===== config.mk =====
export PLATFORM = sky130hd
export DESIGN_NAME = uart_sample_assembler
export DESIGN_NICKNAME = d
export VERILOG_FILES = /design/src/rtl/uart_sample_assembler.sv
export SDC_FILE = /design/constraint.sdc
export NUM_CORES = 1
export LEC_CHECK = 0
export BUFFER_PORTS_ARGS = -buffer_cell sky130_fd_sc_hd__buf_2
export CELL_PAD_IN_SITES_DETAIL_PLACEMENT = 0
export CELL_PAD_IN_SITES_GLOBAL_PLACEMENT = 1
export CORE_MARGIN = 5
export CORE_UTILIZATION = 58
export DETAILED_ROUTE_END_ITERATION = 8
export PLACE_DENSITY = 0.86
export SYNTH_ARGS = -nofsm -noshare
export SYNTH_HDL_FRONTEND = slang
export SYNTH_SLANG_ARGS = --single-unit

===== constraint.sdc =====
create_clock -name clk -period 7.13 [get_ports clk]
set_clock_uncertainty 0.15 [all_clocks]
set_input_delay 1.426 -clock clk [delete_from_list [all_inputs] [get_ports clk]]
set_output_delay 1.426 -clock clk [all_outputs]
set_load 0.1 [all_outputs]

===== src/rtl/uart_sample_assembler.sv =====
// Pairs UART bytes into 16-bit PCM samples and buffers them in a FWFT FIFO.
// Ports: rx_ready/rx_data/rx_eop in; smp_valid/smp_data/smp_ready out; fifo_level/overflow/misalign status; clr_flags.
module uart_sample_assembler #(
  parameter int FIFO_DEPTH = 16,
  parameter bit BIG_ENDIAN = 1'b0
) (
  input  logic                          clk,
  input  logic                          rst_n,
  input  logic                          rx_ready,
  input  logic [7:0]                    rx_data,
  input  logic                          rx_eop,
  output logic                          smp_valid,
  output logic [15:0]                   smp_data,
  input  logic                          smp_ready,
  output logic [$clog2(FIFO_DEPTH):0]   fifo_level,
  output logic                          overflow,
  output logic                          misalign,
  input  logic                          clr_flags
);

  localparam int PW = $clog2(FIFO_DEPTH);
  localparam int LW = PW + 1;

  typedef enum logic {
    LOW_WAIT  = 1'b0,
    HIGH_WAIT = 1'b1
  } state_e;

  state_e          state_q, state_d;
  logic [7:0]      hold_q, hold_d;
  logic [PW-1:0]   wr_ptr_q, wr_ptr_d;
  logic [PW-1:0]   rd_ptr_q, rd_ptr_d;
  logic [LW-1:0]   level_q, level_d;
  logic            ovf_q, ovf_d;
  logic            mis_q, mis_d;
  logic [15:0]     mem_q [FIFO_DEPTH];

  logic            load_low;
  logic            push;
  logic            discard;
  logic            pop;
  logic            full;
  logic            wr_en;
  logic            drop;
  logic [15:0]     sample;

  // FSM: state register
  always_ff @(posedge clk or negedge rst_n) begin
    if (!rst_n) begin
      state_q <= LOW_WAIT;
    end else begin
      state_q <= state_d;
    end
  end

  // FSM: next state
  always_comb begin
    state_d = state_q;
    unique case (state_q)
      LOW_WAIT: begin
        if (rx_ready) state_d = HIGH_WAIT;
      end
      HIGH_WAIT: begin
        // A byte in the same cycle as eop wins; eop ignored.
        if (rx_ready || rx_eop) state_d = LOW_WAIT;
      end
      default: state_d = LOW_WAIT;
    endcase
  end

  // FSM: outputs
  always_comb begin
    load_low = 1'b0;
    push     = 1'b0;
    discard  = 1'b0;
    unique case (state_q)
      LOW_WAIT:  load_low = rx_ready;
      HIGH_WAIT: begin
        push    = rx_ready;
        discard = !rx_ready && rx_eop;
      end
      default: ;
    endcase
  end

  assign sample = BIG_ENDIAN ? {hold_q, rx_data} : {rx_data, hold_q};

  assign full  = (level_q == LW'(FIFO_DEPTH));
  assign pop   = smp_valid && smp_ready;
  // When full, a concurrent pop frees the slot the new sample needs.
  assign wr_en = push && (!full || pop);
  assign drop  = push && full && !pop;

  always_comb begin
    hold_d   = hold_q;
    wr_ptr_d = wr_ptr_q;
    rd_ptr_d = rd_ptr_q;
    level_d  = level_q;
    ovf_d    = ovf_q;
    mis_d    = discard;
    if (load_low) hold_d = rx_data;
    if (discard)  hold_d = 8'h00;
    if (wr_en)    wr_ptr_d = wr_ptr_q + 1'b1;
    if (pop)      rd_ptr_d = rd_ptr_q + 1'b1;
    unique case (1'b1)
      (wr_en && !pop): level_d = level_q + 1'b1;
      (pop && !wr_en): level_d = level_q - 1'b1;
      default:         level_d = level_q;
    endcase
    if (drop)           ovf_d = 1'b1;
    else if (clr_flags) ovf_d = 1'b0;
  end

  always_ff @(posedge clk or negedge rst_n) begin
    if (!rst_n) begin
      hold_q   <= 8'h00;
      wr_ptr_q <= '0;
      rd_ptr_q <= '0;
      level_q  <= '0;
      ovf_q    <= 1'b0;
      mis_q    <= 1'b0;
    end else begin
      hold_q   <= hold_d;
      wr_ptr_q <= wr_ptr_d;
      rd_ptr_q <= rd_ptr_d;
      level_q  <= level_d;
      ovf_q    <= ovf_d;
      mis_q    <= mis_d;
    end
  end

  // Storage needs no reset; reads are masked while empty.
  always_ff @(posedge clk) begin
    if (wr_en) mem_q[wr_ptr_q] <= sample;
  end

  assign smp_valid  = (level_q != '0);
  assign smp_data   = smp_valid ? mem_q[rd_ptr_q] : 16'h0000;
  assign fifo_level = level_q;
  assign overflow   = ovf_q;
  assign misalign   = mis_q;

endmodule


==> reports/results.tsv, run 1 <==
stage	metric	value	unit
place	Buffers on Ports	37	
detailed_routing	met3 WL	1.540	mm
place	routability cong.	0.7688	
detailed_routing	met1 WL	9.516	mm
critical_path	startpoint types	flip-flop	
synth	flops & latches, synth	280	
synth	area leader, netlist	edfxtp_1	
detailed_routing	top layer in use	met4	
sta	RSZ-0062 raised after global routing	no	
clock_network	CTS sink cnt	280	
synth	Synth warnings	0	
synth	Seq/Total Area, Yosys	75.56	%
global_route	total grt overflow	0	
critical_path	Worst setup EP type	primary output	
clock_network	CTS Buf Count	28	
detailed_routing	Final ANT Viol Nets	0	
synth	Avg Inst Size Synth	20.74	sq um
detailed_routing	Routed wire per std cell	26.84	um
detailed_routing	final wirelength	22.60	mm
final_layout	commonest non-fill, non-tap cells in the layout	256 x edfxtp_1, 64 x mux4_2, 37 x buf_2	
critical_path	CP peak stage delay	960	ps
clock_network	CTS tree	yes	
critical_path	CP delay by family, top	buffers and inverters	
detailed_routing	TritonRoute pass-1 iters	5	
sta	Final Cycle Share	69.73	%
clock_network	Setup Buffers After CTS	0	
global_route	Total GRT Usage	21.23	%
min_path	Worst Hold Class	reg2reg	
sta	Slew @ Worst Pin	1254	ps
floorplan	Die Wd	147.5	um
critical_path	CP max stage cell	dfrtp_4	
sta	WHS	387.8	ps
detailed_routing	Iter 0 DRT Violations	538	
sta	total negative slack	0	ps
sta	endpoints failing setup	0	
synth	Synth Net Count	550	
clock_network	CTS HTree Levels	1	
sta	max frequency	201.1	MHz
global_route	global-route wire length before repair	34.22	mm
final_layout	commonest non-fill, non-tap cell in the layout	edfxtp_1	
synth	synth unique cells	36	
power_and_ir_drop	worst vdd ir	574.7	uV
clock_network	Clock Tree Buf Depth	3	
place	post-DP HPWL	12.64	mm
sta	Rel. slew slack	16.28	%
critical_path	crit path DAT	3400	ps
final_layout	n_diodes	0	
floorplan	Initial Util	58.84	%
sta	Slew Limit Fails	0	
critical_path	WP data required	5550	ps
power_and_ir_drop	final total power	5.557	mW
global_route	vias in the first global route	5600	
power_and_ir_drop	Leakage	4.162	nW
detailed_routing	Vias	5345	
global_route	initial antenna violation count	0	
floorplan	die area	21760	sq um
clock_network	Resize count post-CTS	0	
global_route	largest net degree at the start of global routing	43	
clock_network	root buffer cell	clkbuf_16	
power_and_ir_drop	pwr dens	447.4	nW/um^2
floorplan	Core ar.	18640	sq um
final_layout	fin nets	607	
final_layout	Layout Utilization	66.62	%
synth	top cells by area, synth	edfxtp_1 70%, mux4_2 13%, dfrtp_1 5.5%, mux2i_1 2.9%, o22ai_1 1.4%	
place	pre-CTS setup slack	2659	ps
critical_path	critical path type	reg2out	
sta	fin crit period	4972	ps
detailed_routing	Post-route DRC	0	
synth	Synth top area share	70.08	%
final_layout	share of cells above drive strength 1	30.76	%
detailed_routing	Via-to-Cell Ratio	6.348	
final_layout	Syn-to-layout area delta	13.22	%
clock_network	clock slew at reported path FFs	60	ps
clock_network	Clk Latency, worst-skew pair	540	ps
final_layout	FILL cells	1187	
critical_path	Max FO, Critical Path	42	
sta	setup ws final	2158	ps
synth	Syn Std Cell Area	10970	sq um
sta	final hold violations	0	
outcome	status	complete, no violations	
floorplan	DIE HEIGHT	147.5	um
critical_path	worst path bufs/invs	2	
synth	Synth Instances	529	
floorplan	FP Rows	50	
critical_path	worst-path cell chain	buf_4 -> mux4_2 -> mux2i_1 -> o22ai_1 -> buf_2	
job	max cap viols	0	
detailed_routing	met2 wire len	11.05	mm
clock_network	Hold-fix buffers, CTS	0	
floorplan	Top Ports	38	
-- cells in the mapped netlist, drive strengths merged --
| master | count |
|---|---|
| a21oi | 11 |
| nand4 | 3 |
| mux4 | 64 |
| ha | 7 |
| dfrtp | 24 |
| a31oi | 2 |
| nor3 | 5 |
| mux2 | 2 |
| a31o | 2 |
| o21ai | 1 |
| or3 | 2 |
| nand2b | 4 |
| nor4 | 1 |
| a21bo | 1 |
| o41a | 1 |
| nand3 | 3 |
| o22ai | 25 |
| inv | 6 |
| xor2 | 3 |
| o21bai | 1 |
| edfxtp | 256 |
| nand2 | 12 |
| a211oi | 1 |
| or2 | 1 |
| nor2 | 22 |
| a22oi | 2 |
| mux2i | 32 |
| clkbuf | 8 |
| buf | 20 |
| xnor2 | 7 |
-- area by class of cell --
type	count	area, sq um	area share (%)
Sequential cell	280	8294	66.78
Multi-Input combinational cell	215	2566	20.66
Clock buffer	40	807.0	6.498
Timing Repair Buffer	55	320.3	2.579
Tap cell	234	292.8	2.357
Clock inverter	12	116.4	0.9369
Inverter	6	22.52	0.1813
-- registers in the layout (all words and copies together) (netlist names) --
name	cells
hold_q	8
state_q	1
wr_ptr_q	4
fifo_level	5
misalign	1
mem_q	256
overflow	1
rd_ptr_q	4
-- worst register-to-register path, stage by stage, from the launching register on --
cell and delay [ps]:
dfrtp_1 560, nor4_4 130, a31oi_1 540, nand2_1 290
nor2_2 1010
-- cells by family (layout without fill, tap and decap cells) --
| group | Yosys count | in the layout | share of synthesized area, % |
|---|---|---|---|
| mux | 98 | 98 | 16.30 |
| flops | 280 | 280 | 75.56 |
| simple gates | 53 | 53 | 2.315 |
| xor+xnor | 10 | 10 | 0.7985 |
| fa+ha+maj | 7 | 7 | 0.7984 |
| buf+inv | 34 | 113 | 1.437 |
| compound gates | 47 | 47 | 2.795 |
-- report_power, final --
group	switching [mW]	leakage, nW	internal (mW)	total [mW]
registers	0.235	2.59	1.93	2.17
clock network	0.583	0.455	0.859	1.44
logic	1.33	1.11	0.613	1.94
-- routing by layer --
metal / vias up / GRT usage (%)
met5: - / 0
met4: 0 / 5.778
met3: 41 / 3.004
met2: 221 / 34.30
met1: 2791 / 31.14
li1: 2292 / -
-- path summary, 6_finish.rpt --
path	slack [ps]	cells after the start	to	startpoint
max	2160	5	smp_data[5]	rd_ptr_q[0]$_DFFE_PN0P_
min	390	1	rd_ptr_q[2]$_DFFE_PN0P_	rd_ptr_q[2]$_DFFE_PN0P_
max reg2reg	4050	4	mem_q[8][7]$_DFFE_PP_	fifo_level[1]$_DFFE_PN0P_
min reg2reg	390	1	rd_ptr_q[2]$_DFFE_PN0P_	rd_ptr_q[2]$_DFFE_PN0P_
max in group asynchronous	5630	1	rd_ptr_q[0]$_DFFE_PN0P_	rst_n
min in group asynchronous	750	1	wr_ptr_q[3]$_DFFE_PN0P_	rst_n
-- per-stage QoR --
stage,area (sq um),instances
final,12420,842
after global routing,12420,842
after CTS,12420,842
after detailed placement,11500,790
after global placement,11500,790
after floorplan,10970,529
(Power assumes the default switching activity.)
==> inputs of run 2 (changes only) <==
--- a/config.mk
+++ b/config.mk
@@ -9,9 +9,9 @@
 export CELL_PAD_IN_SITES_DETAIL_PLACEMENT = 0
 export CELL_PAD_IN_SITES_GLOBAL_PLACEMENT = 1
 export CORE_MARGIN = 5
-export CORE_UTILIZATION = 58
+export CORE_UTILIZATION = 49
 export DETAILED_ROUTE_END_ITERATION = 8
-export PLACE_DENSITY = 0.86
+export PLACE_DENSITY = 0.77
 export SYNTH_ARGS = -nofsm -noshare
 export SYNTH_HDL_FRONTEND = slang
 export SYNTH_SLANG_ARGS = --single-unit
==> constraint.sdc (replaced) <==
create_clock -name clk -period 4.38 [get_ports clk]
set_clock_uncertainty 0.15 [all_clocks]
set_input_delay 0.876 -clock clk [delete_from_list [all_inputs] [get_ports clk]]
set_output_delay 0.876 -clock clk [all_outputs]
set_load 0.1 [all_outputs]
==> run 2 against run 1 <==
  * Sequential share of layout area is 1.6 points lower
  * Combinational power is 84% higher
  * Worst setup slack worse by 1800 ps
  * First-iteration DRC count is 9.3% lower
  * Utilization is 8.6 points lower
  * Clock-buffer cell count is 4 lower
  * Critical path depth is 1 higher
  * Register-to-register slack worse by 2800 ps
  * Via count is 0.95% higher
  * Cell count is 6.1% higher
  * Global-route usage is 3.0 points lower
  * Sequential power is 61% higher
  * Largest cell class unchanged
  * Largest power group is now combinational cells
==> reports/results.tsv, run 2 (same netlist as run 1, synthesis figures left out) <==
stage	metric	value	unit	change
clock_network	CTS Buf Count	28		unchanged
place	DP Area	11780	sq um	+2.5%
sta	fin crit period	4051	ps	
sta	endpoints failing setup	0		unchanged
min_path	Worst Hold Class	in2async		
global_route	largest net degree at the start of global routing	30		-30%
global_route	initial antenna violation count	0		unchanged
floorplan	Die Wd	159.6	um	+8.2%
place	routability cong.	0.7842		+2.0%
global_route	total grt overflow	0		unchanged
clock_network	CTS sink cnt	280		unchanged
clock_network	Clk Latency, worst-skew pair	530	ps	about the same
detailed_routing	Post-route DRC	0		unchanged
global_route	global-route wire length before repair	35.33	mm	+3.2%
floorplan	Top Ports	38		unchanged
global_route	Total GRT Usage	18.24	%	-3.0 points
clock_network	Hold-fix buffers, CTS	0		unchanged
detailed_routing	TritonRoute pass-1 iters	5		unchanged
global_route	vias in the first global route	5766		+3.0%
floorplan	DIE HEIGHT	159.6	um	+8.2%
place	pre-CTS setup slack	679.4	ps	-1980 ps
detailed_routing	Vias	5396		+0.95%
floorplan	FP Rows	54		+8.0%
power_and_ir_drop	final total power	9.499	mW	+71%
final_layout	fin nets	613		+0.99%
final_layout	design area	12730	sq um	+2.5%
final_layout	commonest non-fill, non-tap cell in the layout	edfxtp_1		
outcome	status	complete, no violations		
critical_path	WP data required	3350	ps	-2200 ps
clock_network	Resize count post-CTS	0		unchanged
final_layout	commonest non-fill, non-tap cells in the layout	256 x edfxtp_1, 64 x mux4_2, 37 x buf_2		
sta	max frequency	246.9	MHz	
clock_network	Setup Buffers After CTS	0		unchanged
job	max cap viols	0		unchanged
power_and_ir_drop	worst vdd ir	749.7	uV	+30%
final_layout	post-route insts no fill	893		+6.1%
floorplan	Core ar.	21960	sq um	+18%
critical_path	R2R setup slack	1300	ps	-2750 ps
final_layout	Largest Register	mem_q		
sta	Rel. slew slack	48.30	%	+32 points
sta	Slew Limit Fails	0		unchanged
power_and_ir_drop	pwr dens	746.1	nW/um^2	+67%
final_layout	Syn-to-layout area delta	16.07	%	
critical_path	critical path type	reg2out		
detailed_routing	Routed wire per std cell	25.78	um	-4.0%
floorplan	Initial Util	49.95	%	-8.9 points
final_layout	share of cells above drive strength 1	33.44	%	+2.7 points
detailed_routing	Iter 0 DRT Violations	488		-9.3%
place	post-DP HPWL	14.37	mm	+14%
detailed_routing	Final ANT Viol Nets	0		unchanged
clock_network	CTS tree	yes		
critical_path	Worst setup EP type	primary output		
detailed_routing	Via-to-Cell Ratio	6.043		-4.8%
final_layout	number of flip-flops in the largest register	256		unchanged
place	dpl cells	842		+6.6%
detailed_routing	final wirelength	23.02	mm	+1.9%
sta	Final Cycle Share	92.49	%	
sta	WHS	187.8	ps	-200.0 ps
sta	RSZ-0062 raised after global routing	no		
critical_path	startpoint types	flip-flop		
clock_network	clock slew at reported path FFs	60	ps	about the same
critical_path	crit path DAT	3020	ps	-380 ps
place	Buffers on Ports	37		unchanged
sta	Slew @ Worst Pin	771.2	ps	-483.3 ps
sta	final hold violations	0		unchanged
critical_path	Max FO, Critical Path	12		-71%
clock_network	CTS HTree Levels	1		unchanged
final_layout	n_diodes	0		unchanged
sta	setup ws final	329.0	ps	-1829 ps
clock_network	Clock Tree Buf Depth	3		unchanged
floorplan	die area	25480	sq um	+17%
power_and_ir_drop	Leakage	4.242	nW	+1.9%
clock_network	root buffer cell	clkbuf_16		
[run 2: cell count changes in the layout (fill, tap and decap cells not counted)]
| cell | change |
|---|---|
| buf_12 | +3 |
| buf_4 | +3 |
| bufinv_16 | +3 |
| clkbuf_8 | -4 |
| clkinv_1 | +1 |
| clkinv_4 | +1 |
| clkinvlp_4 | -1 |
| inv_8 | -1 |
| nor2_1 | -3 |
| nor2_2 | +3 |
| o22ai_1 | -11 |
| o22ai_2 | +2 |
| o22ai_4 | +9 |
[run 2: layout make-up]
cell class                      count  area (sq um)
Multi-Input combinational cell    215          2710
Tap cell                          280         350.3
Sequential cell                   280          8294
Inverter                            6         22.52
Clock buffer                       36         752.0
Timing Repair Buffer               61         402.9
Clock inverter                     15         200.2
Fill cell                        1560          9226
[run 2: path summary, 6_finish.rpt]
kind                            cells past startpoint                         to                 startpoint
worst max-delay path                                6               smp_data[15]  fifo_level[1]$_DFFE_PN0P_
worst min-delay path                                1  fifo_level[3]$_DFFE_PN0P_                      rst_n
worst max register to register                      5      mem_q[3][9]$_DFFE_PP_  fifo_level[1]$_DFFE_PN0P_
worst min register to register                      1    rd_ptr_q[2]$_DFFE_PN0P_    rd_ptr_q[2]$_DFFE_PN0P_
max in group asynchronous                           1    rd_ptr_q[0]$_DFFE_PN0P_                      rst_n
min in group clk                                    1    rd_ptr_q[2]$_DFFE_PN0P_    rd_ptr_q[2]$_DFFE_PN0P_
[run 2: worst max-delay path, cell delays in order, from the launching register on]
cell and delay, ps:
dfrtp_1 500, nor4_4 480, nand2_1 180, nand2b_1 310, buf_4 420, o22ai_1 240, buf_2 350
[run 2: routing by layer]
metal / up-vias / GRT usage [%] / wire length (um)
li1: 2311 / - / -
met1: 2828 / 26.51 / 9982
met2: 215 / 29.37 / 11140
met3: 42 / 3.299 / 1477
met4: 0 / 4.103 / 425
met5: - / 0 / 0
[run 2: metrics by stage]
stage / util (%) / TNS (ps)
finish: 57.98 / 0
global route: 57.98 / 0
CTS: 57.98 / 0
detailed placement: 53.65 / 0
global placement: 53.65 / 0
floorplan: - / -2976
[run 2: power breakdown]
part           total [mW]  internal, mW  switching, mW
Combinational        3.56          1.17           2.39
Clock                2.45          1.50          0.952
Sequential           3.49          3.15          0.337
==> inputs of run 3 (changes only) <==
--- a/config.mk
+++ b/config.mk
@@ -12,6 +12,7 @@
 export CORE_UTILIZATION = 49
 export DETAILED_ROUTE_END_ITERATION = 8
 export PLACE_DENSITY = 0.77
+export RECOVER_POWER = 100
 export SYNTH_ARGS = -nofsm -noshare
 export SYNTH_HDL_FRONTEND = slang
 export SYNTH_SLANG_ARGS = --single-unit
==> run 3 against run 2 <==
  * Register-to-register slack lost 550 ps
  * Cell count is the same
  * Power shrank 0.42%
  * Critical path depth is the same
  * Die area is the same
  * Combinational power is essentially flat
  * Routed wire length shrank 0.24%
  * Hold slack gained 190 ps
  * Non-clock buffer count is the same
  * Critical path type unchanged
==> reports/results.tsv, run 3 (same netlist as run 1, synthesis figures left out) <==
stage	metric	value	unit	change
clock_network	CTS tree	yes		
final_layout	share of cells above drive strength 1	25.45	%	-8.0 points
clock_network	Clock Tree Buf Depth	3		unchanged
floorplan	die area	25480	sq um	unchanged
floorplan	Core ar.	21960	sq um	unchanged
outcome	status	complete, no violations		
power_and_ir_drop	Gate power share	37.3	%	-0.2 points
clock_network	Resize count post-CTS	0		unchanged
clock_network	Hold-fix buffers, CTS	0		unchanged
power_and_ir_drop	clock network power share	25.9	%	about the same
floorplan	DIE HEIGHT	159.6	um	unchanged
power_and_ir_drop	switching power	3.661	mW	-0.44%
detailed_routing	met1 WL	9.945	mm	-0.37%
final_layout	number of flip-flops in the largest register	256		unchanged
detailed_routing	TritonRoute pass-1 iters	4		-1
sta	Slew @ Worst Pin	1399	ps	+628.3 ps
detailed_routing	Routed wire per std cell	25.72	um	-0.24%
critical_path	Max FO, Critical Path	12		unchanged
floorplan	Die Wd	159.6	um	unchanged
final_layout	fin nets	613		unchanged
floorplan	Top Ports	38		unchanged
sta	fin crit period	4049	ps	-2.129 ps
final_layout	FILL cells	1604		+2.8%
floorplan	FP Rows	54		unchanged
critical_path	Worst setup EP type	primary output		
final_layout	Largest Register	mem_q		
global_route	Total GRT Usage	18.24	%	unchanged
clock_network	CTS sink cnt	280		unchanged
final_layout	post-route insts no fill	893		unchanged
power_and_ir_drop	sw frac	38.71	%	about the same
detailed_routing	Post-route DRC	0		unchanged
clock_network	CTS HTree Levels	1		unchanged
sta	WHS	379.0	ps	+191.2 ps
global_route	total grt overflow	0		unchanged
detailed_routing	met2 wire len	11.17	mm	+0.33%
sta	Rel. slew slack	6.700	%	-42 points
final_layout	design area	12590	sq um	-1.1%
clock_network	root buffer cell	clkbuf_16		
detailed_routing	Final ANT Viol Nets	0		unchanged
place	routability cong.	0.7842		unchanged
global_route	vias in the first global route	5766		unchanged
place	DP Area	11780	sq um	unchanged
critical_path	startpoint types	flip-flop		
place	post-DP HPWL	14.37	mm	unchanged
place	Buffers on Ports	37		unchanged
detailed_routing	top layer in use	met4		
detailed_routing	final wirelength	22.97	mm	-0.24%
critical_path	WP data required	3350	ps	about the same
sta	total negative slack	0	ps	unchanged
min_path	Worst Hold Class	reg2reg		
clock_network	Clk Latency, worst-skew pair	530	ps	about the same
final_layout	Layout Utilization	57.36	%	-0.63 points
floorplan	Initial Util	49.95	%	unchanged
power_and_ir_drop	sequential share of power	36.8	%	about the same
detailed_routing	Via-to-Cell Ratio	6.060		+0.30%
final_layout	commonest non-fill, non-tap cell in the layout	edfxtp_1		
sta	final hold violations	0		unchanged
clock_network	CTS Buf Count	28		unchanged
job	max cap viols	0		unchanged
critical_path	worst-path cell chain	nor4_4 -> nand2_1 -> nand2b_1 -> clkbuf_4 -> o22ai_1 -> buf_2		
clock_network	Setup Buffers After CTS	0		unchanged
sta	Slew Limit Fails	0		unchanged
detailed_routing	Vias	5412		+0.30%
place	dpl cells	842		unchanged
sta	RSZ-0062 raised after global routing	no		
power_and_ir_drop	Leakage	4.118	nW	-2.9%
sta	endpoints failing setup	0		unchanged
detailed_routing	met3 WL	1.416	mm	-4.1%
critical_path	critical path type	reg2out		
power_and_ir_drop	worst vdd ir	747.5	uV	-0.29%
detailed_routing	Iter 0 DRT Violations	424		-13%
critical_path	crit path DAT	3020	ps	about the same
sta	max frequency	247.0	MHz	about the same
global_route	initial antenna violation count	0		unchanged
critical_path	CP peak stage delay	500	ps	about the same
final_layout	Syn-to-layout area delta	14.82	%	
sta	Final Cycle Share	92.44	%	about the same
global_route	largest net degree at the start of global routing	30		unchanged
global_route	global-route wire length before repair	35.33	mm	unchanged
power_and_ir_drop	pwr dens	751.1	nW/um^2	+0.67%
final_layout	n_diodes	0		unchanged
clock_network	clock slew at reported path FFs	60	ps	about the same
critical_path	CP max stage cell	dfrtp_1		
power_and_ir_drop	internal power	5.798	mW	-0.40%
final_layout	commonest non-fill, non-tap cells in the layout	256 x edfxtp_1, 64 x mux4_2, 40 x clkbuf_1		
==> run 3: cell count changes in the layout (fill, tap and decap cells not counted), moves of 4 or more <==
cell | previous run | this run
clkbuf_1 | 7 | 40
buf_2 | 37 | 9
buf_4 | 21 | 4
clkbuf_2 | 0 | 11
nor2_1 | 10 | 19
nor2_2 | 12 | 3
nor3_1 | 1 | 5
nor3_2 | 4 | 0
==> run 3: final timing paths <==
kind                                           start                         to  slack [ps]  cells past startpoint
min                          rd_ptr_q[2]$_DFFE_PN0P_    rd_ptr_q[2]$_DFFE_PN0P_         380                      1
max in group asynchronous                      rst_n    rd_ptr_q[0]$_DFFE_PN0P_        2670                      1
min reg2reg                  rd_ptr_q[2]$_DFFE_PN0P_    rd_ptr_q[2]$_DFFE_PN0P_         380                      1
max                        fifo_level[1]$_DFFE_PN0P_               smp_data[15]         330                      6
min in group asynchronous                      rst_n  fifo_level[3]$_DFFE_PN0P_         500                      1
max reg2reg                fifo_level[1]$_DFFE_PN0P_      mem_q[3][9]$_DFFE_PP_         750                      5
==> run 3: worst max-delay path, delay by kind of cell (launching register included) <==
family / cells / cell delay, ps
AND/OR/NAND/NOR: 3 / 910
AO/OA/AOI/OAI: 1 / 240
buffers and inverters: 2 / 830
flip-flops: 1 / 500
==> run 3: final cells by class <==
type                    count  area, sq um  share of cell area, %
flip-flops and latches    280         8292                  65.84
multi-input cells         215         2656                  21.09
clock buffers              36        752.0                  5.971
well taps                 280        350.3                  2.782
repair buffers             61        321.6                  2.553
clock inverters            15        200.2                  1.590
inverters                   6        22.52                 0.1788
==> run 3: power by group through the flow <==
stage	Combinational, mW	Sequential, mW	Clock [mW]
2_1_floorplan	2.90	3.48	0
3_3_place_gp	3.54	3.53	0
3_5_place_dp	3.59	3.55	0
4_1_cts	3.60	3.49	2.50
5_1_grt	3.71	3.52	2.61
6_report	3.53	3.48	2.45
==> run 3: routing by layer <==
metal / vias up / GRT usage, %
li1: 2308 / -
met1: 2871 / 26.51
met2: 190 / 29.37
met3: 43 / 3.299
met4: 0 / 4.103
met5: - / 0
==> run 3: metrics by stage <==
step | power [mW] | worst slack [ps]
CTS | 9.590 | 308.1
detailed placement | 7.138 | 679.4
global route | 9.839 | 110.6
floorplan | 6.380 | -525.4
global placement | 7.068 | 764.4
finish | 9.459 | 331.1
